`src/rtl/mmio_periph.sv`:
```
// mmio_periph: memory-mapped LED/HEX/switch registers and compare timer.
// Define MMIO_TIMER_EN to build the CNT/CMP/CTRL timer and its irq.
module mmio_periph #(
  parameter int NLEDS      = 10,
  parameter int NDIGITS    = 6,
  parameter int NSW        = 10,
  parameter int IO_SEL_BIT = 8
) (
  input  logic                 clk,
  input  logic                 reset,
  input  logic [31:0]          addr,
  input  logic [31:0]          writedata,
  input  logic                 memwrite,
  input  logic [3:0]           writemask,
  output logic [31:0]          readdata,
  input  logic [NSW-1:0]       sw,
  output logic [NLEDS-1:0]     leds,
  output logic [4*NDIGITS-1:0] hex_digits,
  output logic                 irq
);

  localparam int HW = 4 * NDIGITS;

  logic             io;
  logic [5:0]       sel;
  logic             wr;
  logic             rd;
  logic [NLEDS-1:0] led_nx;
  logic [HW-1:0]    hex_nx;
  logic [31:0]      led_w;
  logic [31:0]      hex_w;
  logic [31:0]      sw_w;
  logic [31:0]      rd_val;
  logic             sw_hit;
  logic [NSW-1:0]   sw_meta;
  logic [NSW-1:0]   sw_sync;
  logic [NSW-1:0]   sw_prev;
  logic             chg;
  logic [1:0]       arm;
  logic             armed;
  logic             chg_set;
  logic             chg_clr;
  logic             unused_bits;

  assign io  = addr[IO_SEL_BIT];
  assign sel = io ? addr[7:2] : 6'd0;
  assign wr  = memwrite & io;
  assign rd  = io & ~memwrite;

  assign unused_bits = ^{addr, writedata, writemask};

  function automatic logic [31:0] merge32(
    input logic [31:0] old,
    input logic [31:0] d,
    input logic [3:0]  m
  );
    logic [31:0] r;
    for (int i = 0; i < 4; i++)
      r[8*i +: 8] = m[i] ? d[8*i +: 8] : old[8*i +: 8];
    return r;
  endfunction

  // Byte-masked next values for the narrow LED and HEX registers
  always_comb begin
    led_nx = leds;
    hex_nx = hex_digits;
    for (int i = 0; i < NLEDS; i++)
      if (writemask[i/8]) led_nx[i] = writedata[i];
    for (int i = 0; i < HW; i++)
      if (writemask[i/8]) hex_nx[i] = writedata[i];
  end

  // Zero-extended read views of the narrow registers
  always_comb begin
    led_w = '0;
    hex_w = '0;
    sw_w  = '0;
    led_w[NLEDS-1:0] = leds;
    hex_w[HW-1:0]    = hex_digits;
    sw_w[NSW-1:0]    = sw_sync;
    sw_w[31]         = chg;
  end

  // LED and HEX registers
  always_ff @(posedge clk) begin
    if (reset) begin
      leds       <= '0;
      hex_digits <= '0;
    end else begin
      if (wr && sel[0]) leds <= led_nx;
      if (wr && sel[1]) hex_digits <= hex_nx;
    end
  end

  assign armed   = (arm == 2'd3);
  assign chg_set = armed && (sw_sync != sw_prev);
  assign chg_clr = rd && sw_hit;

  // Switch synchroniser, edge history, arm counter and sticky change flag
  always_ff @(posedge clk) begin
    if (reset) begin
      sw_meta <= '0;
      sw_sync <= '0;
      sw_prev <= '0;
      chg     <= 1'b0;
      arm     <= 2'd0;
    end else begin
      sw_meta <= sw;
      sw_sync <= sw_meta;
      sw_prev <= sw_sync;
      chg     <= chg_set | (chg & ~chg_clr);
      if (!armed) arm <= arm + 2'd1;
    end
  end

`ifdef MMIO_TIMER_EN
  logic [31:0] cnt;
  logic [31:0] cmp;
  logic        en;
  logic        pend;
  logic        auto;
  logic        match;
  logic        ctrl_wr;
  logic [31:0] ctrl_w;

  assign match   = en && (cnt == cmp);
  assign ctrl_wr = wr && sel[5] && writemask[0];
  assign ctrl_w  = {29'd0, auto, pend, en};
  assign irq     = pend;

  // Counter: CPU write beats reload, reload beats increment
  always_ff @(posedge clk) begin
    if (reset)
      cnt <= '0;
    else if (wr && sel[3])
      cnt <= merge32(cnt, writedata, writemask);
    else if (en)
      cnt <= (match && auto) ? 32'd0 : cnt + 32'd1;
  end

  // Compare register and control bits; a match beats a PEND clear
  always_ff @(posedge clk) begin
    if (reset) begin
      cmp  <= 32'hFFFF_FFFF;
      en   <= 1'b0;
      auto <= 1'b0;
      pend <= 1'b0;
    end else begin
      if (wr && sel[4])
        cmp <= merge32(cmp, writedata, writemask);
      if (ctrl_wr) begin
        en   <= writedata[0];
        auto <= writedata[2];
      end
      pend <= match | (pend & ~(ctrl_wr & writedata[1]));
    end
  end
`else
  assign irq = 1'b0;
`endif

  // Read mux: lowest-numbered selected register wins
  always_comb begin
    rd_val = '0;
    sw_hit = 1'b0;
    priority case (1'b1)
      sel[0]: rd_val = led_w;
      sel[1]: rd_val = hex_w;
      sel[2]: begin
        rd_val = sw_w;
        sw_hit = 1'b1;
      end
`ifdef MMIO_TIMER_EN
      sel[3]: rd_val = cnt;
      sel[4]: rd_val = cmp;
      sel[5]: rd_val = ctrl_w;
`endif
      default: rd_val = '0;
    endcase
  end

  // Registered load data, one cycle after the address
  always_ff @(posedge clk) begin
    if (reset) readdata <= '0;
    else       readdata <= rd_val;
  end

endmodule

```
`config.mk`:
```
export PLATFORM = sky130hd
export DESIGN_NAME = mmio_periph
export DESIGN_NICKNAME = d
export VERILOG_FILES = /design/src/rtl/mmio_periph.sv
export SDC_FILE = /design/constraint.sdc
export NUM_CORES = 1
export LEC_CHECK = 0
export CORE_UTILIZATION = 37
export CTS_CLUSTER_DIAMETER = 150
export DETAILED_ROUTE_END_ITERATION = 10
export PLACE_DENSITY = 0.81
export SLEW_MARGIN = 30
export SYNTH_ARGS = -nofsm -noshare
export SYNTH_HDL_FRONTEND = slang
export SYNTH_SLANG_ARGS = --single-unit
export TNS_END_PERCENT = 10
```
`constraint.sdc`:
```
create_clock -name clk -period 1.1 [get_ports clk]
set_input_delay 0.11 -clock clk [delete_from_list [all_inputs] [get_ports clk]]
set_output_delay 0.11 -clock clk [all_outputs]
set_load 0.01 [all_outputs]
```
# == After elaboration in Yosys (flattened, before gate mapping) ==
# Cells that the tools add are included.
# totals
reg_bits,99
inputBits,81
out_inout_bits,67
word_cells,43
# classes
n_addsub,1
eq_ne,2
mux,7
bitwise,7
reduce_logical,12
# ops
cell,n
2-to-1 mux 24 bit,1
2-to-1 mux 10 bit,2
inequality test 10 bit,1
AND reduction 2 bit,5
logical AND 1 bit,4
OR reduction 4 bit,1
bitwise AND 1 bit,3
2-to-1 mux 1 bit,3
2-to-1 mux 3 bit,1
inverter 1 bit,3
OR reduction 3 bit,1
adder 2 x 1 -> 2 bit (second input constant),1
== test 2 bit (second input constant),1
OR reduction 2 bit,1
bitwise OR 1 bit,1

# == Depth between registers and ports, before layout ==
# logic_depth
ltp_word,8
mapped_depth,5
depth_no_buf,4

# == Least setup slack after synthesis ==
# No wires, ideal clock.
# synth_timing
kind,register -> register
start,register sw_sync[7]
end,register chg
setup_time_ps,132
t_arrival_ps,968
required_ps,968
slack_ps,0
stages_incl_launch_ff,5
n_path_buf,0
period_less_slack_ps,1100
path_cell_list,dfxtp_1 > xnor2_1 > nand4_1 > o41ai_1 > a21oi_1
# synth_between
elab_chain_len,3
# synth_rtl
element,line,text
from (decl),36,logic [NSW-1:0] sw_sync;
from (signal assigned),109,sw_sync <= sw_meta;
inequality test 10 bit,96,assign chg_set = armed && (sw_sync != sw_prev);
logical AND 1 bit,96,
bitwise OR 1 bit,111,chg <= chg_set | (chg & ~chg_clr);
to (signal assigned),111,
to (decl),38,logic chg;
# Every way passes these cells.
# A chain may end at the register's enable or synchronous reset.

# == Final worst setup path ==
# layout_timing
start,register sw_sync[1]
end,register chg
# Same word-level chain as after synthesis.

==> impl_metrics.env <==
export IMPL_status="finished, violations left"
export IMPL_violations="negative setup slack"
export IMPL_totalPowerFinal_mw=6.58
export IMPL_drc=0
export IMPL_setup_viol=2
export IMPL_cp_endpoint="chg$_SDFF_PP0_"
export IMPL_pre_cts_ws_ns=-0.388
export IMPL_yosysWarnings=0
export IMPL_portBuffers=102
export IMPL_cts_max_level=3
export IMPL_yosysTopAreaCell="dfxtp_1"
export IMPL_drt_iter0_markers=123
export IMPL_area_delta_synth_final_pct=43.8
export IMPL_viasPerCell=4.72
export IMPL_min_period_ns=1.22
export IMPL_dp_hpwl_um=5640
export IMPL_r2r_start="sw_sync[1]$_SDFF_PP0_"
export IMPL_max_freq_ghz=0.819
export IMPL_cts_tree="done"
export IMPL_reg2reg_slack_ns=-0.12
export IMPL_cp_data_arrival_time_ns=1.46
export IMPL_start_util_pct=38.6
export IMPL_synth_seq_area_share_pct=57.5
export IMPL_nFillCells=698
export IMPL_coreArea_um2=8300
export IMPL_rsz0062_at_grt="true"
export IMPL_yosys_top_cells_area="dfxtp_1, nand2_1, nor2b_1"
export IMPL_r2r_end="chg$_SDFF_PP0_"
export IMPL_synth_cell_types=26
export IMPL_grt_max_degree=79
export IMPL_synth_cells=348
export IMPL_diodes=0
export IMPL_die_x_um=95.0
export IMPL_antenna_found_initial=0
export IMPL_met3_length_um=336
export IMPL_reg2reg_depth=4
export IMPL_worstSetupEndpointType="flop"
export IMPL_cp_max_fo=2
export IMPL_final_setup_skew_ns=0.00956
export IMPL_num_vias=2699
export IMPL_wl_um=7870
export IMPL_post_cts_buffers=0
export IMPL_p_leak_nw=1.86
export IMPL_cp_required_ns=1.34
export IMPL_crit_start="sw_sync[1]$_SDFF_PP0_"
export IMPL_drv_slew=0
export IMPL_place_gp_congestion=0.758
export IMPL_clk_latency_ns=0.36
export IMPL_numCtsBuffers=9
export IMPL_grt_pass1_wl_um=12400
export IMPL_drive_gt1_share_pct=22.5
export IMPL_hold_path_class="in -> reg"
export IMPL_die_h_um=95.0
export IMPL_synth_seq_cells=92
export IMPL_period_share_pct=111
export IMPL_first_pass_iters=4
export IMPL_syn_cell_area_um2=3200
export IMPL_hold_buffers=0
export IMPL_postRouteAntennaNets=0
export IMPL_hold_viol=0
export IMPL_track_usage_pct=18.5
export IMPL_syn_avg_cell_area_um2=9.20
export IMPL_die_area_um2=9030
export IMPL_grt_remaining_overflow=0
export IMPL_crit_type="reg -> reg"
export IMPL_drt_met1_wl_um=3250
export IMPL_cts_root_buf="clkbuf_8"
export IMPL_cts_max_path_buffers=2
export IMPL_wl_met2_um=4050
export IMPL_grt_pass1_vias=2630
export IMPL_power_density_nw_per_um2=1430
export IMPL_max_cap_violations=0
export IMPL_yosysTopAreaCellShare_pct=57.5
export IMPL_ios=148
export IMPL_cts_clk_slew_worst_paths_ns=0.08
export IMPL_wl_per_cell_um=13.8
export IMPL_finalNetCount=544
export IMPL_rows=33
export IMPL_fin_ws_ns=-0.120
export IMPL_top_layer="met4"
export IMPL_ir_worst_vdd_mv=0.640
export IMPL_clkSinkCount=92
export IMPL_worst_setup_path_start_kind="flop"
-- synthesized netlist by cell type --
library cell   n
a21oi_1       35
a22oi_1        9
and2_1        17
and3_4         1
and3b_1        1
and4_1         1
and4bb_2       2
buf_1          1
buf_2          6
buf_4         11
clkbuf_1       8
clkbuf_2       1
conb_1         1
dfxtp_1       92
ha_1           1
mux2i_1        3
nand2_1       87
nand3b_1       2
nand4_1        4
nor2_1        13
nor2b_1       30
nor3b_1        1
o21ai_0        9
o41ai_1        1
xnor2_1        8
xor2_1         3
-- where the power goes --
group / internal, mW / switching, mW
clock: 1.41 / 1.12
sequential: 3.43 / 0.0568
combinational: 0.315 / 0.252
total: 5.15 / 1.43
-- sequential cells by signal, summed over array words and instances (netlist names) --
register	cells
hex_digits	24
leds	10
arm	2
readdata	25
sw_meta	10
sw_sync	10
sw_prev	10
chg	1
-- kinds of logic (layout without fill, tap and decap cells) --
family                     count (synthesis)  after routing  synth area share, %
other                                      1              8                0.117
muxes                                      3              3                0.938
DFF                                       92             92                 57.5
adders and majority gates                  1              1                0.391
AOI/OAI and AO/OA                         54             54                 9.26
buffers and inverters                     27            139                 4.73
and+or+nand+nor                          159            159                 24.1
xor gates and xnor gates                  11             11                 3.01
-- area by class of cell --
type	count	area [um^2]	area share, %
timing repair buffer	123	1100	23.9
clock buffer	13	159	3.45
tap	105	131	2.85
clock inverter	3	68.8	1.49
sequential	92	1870	40.6
multi-input combinational	236	1280	27.7
-- worst min-delay path by stage --
stage	endpoint	from	slack, ns	cells after the start
floorplan	sw_meta[0]$_SDFF_PP0_	sw[0]	0.24	1
global placement	sw_sync[2]$_SDFF_PP0_	sw_meta[2]$_SDFF_PP0_	0.42	1
detailed placement	sw_sync[3]$_SDFF_PP0_	sw_meta[3]$_SDFF_PP0_	0.43	1
CTS	leds[9]$_SDFFE_PP0P_	reset	0.25	3
global route	hex_digits[21]$_SDFFE_PP0P_	reset	0.26	3
finish	readdata[7]$_SDFF_PP0_	reset	0.26	3
-- cell usage in the layout (no fill, tap or decap), drive strengths merged, types with 4 or more instances in the layout --
master,Yosys,layout
o21ai,9,9
clkdlybuf4s15,0,23
a21oi,35,35
nor2b,30,30
dfxtp,92,92
xnor2,8,8
and2,17,17
nand4,4,4
a22oi,9,9
nand2,87,87
nor2,13,13
clkdlybuf4s50,0,42
conb,1,8
buf,18,22
dlygate4sd2,0,18
clkbuf,9,31
-- per-stage QoR --
stage                     instances  area [um^2]  utilization (%)  setup TNS [ns]  hold slack (ns)
final                           572         4610             55.5          -0.171            0.256
after global routing            572         4610             55.5          -0.281            0.261
after CTS                       572         4630             55.8          -0.135            0.249
after detailed placement        556         4400             53.0          -19.15            0.430
after global placement          556         4400             53.0          -17.11            0.424
after floorplan                 355         3230                -               0            0.238
-- metal layers --
metal / vias up / track usage [%]
met5: - / 0
met3: 20 / 5.50
li1: 1336 / -
met4: 0 / 9.34
met1: 1276 / 21.1
met2: 67 / 31.5
-- timing repair --
action / 4_1_cts / 5_1_grt
gates resized for setup: 118 / 53
pin swaps: 1 / 6
endpoints found under the setup margin: 66 / 73
gates cloned: 0 / 0
-- worst max-delay path, stage by stage, from the launching register on --
cell and delay (ns):
dfxtp_2 0.33, xnor2_1 0.15, nand4_1 0.15, o41ai_2 0.37, a21oi_1 0.10
No activity file was read; power rests on OpenSTA's default activity.
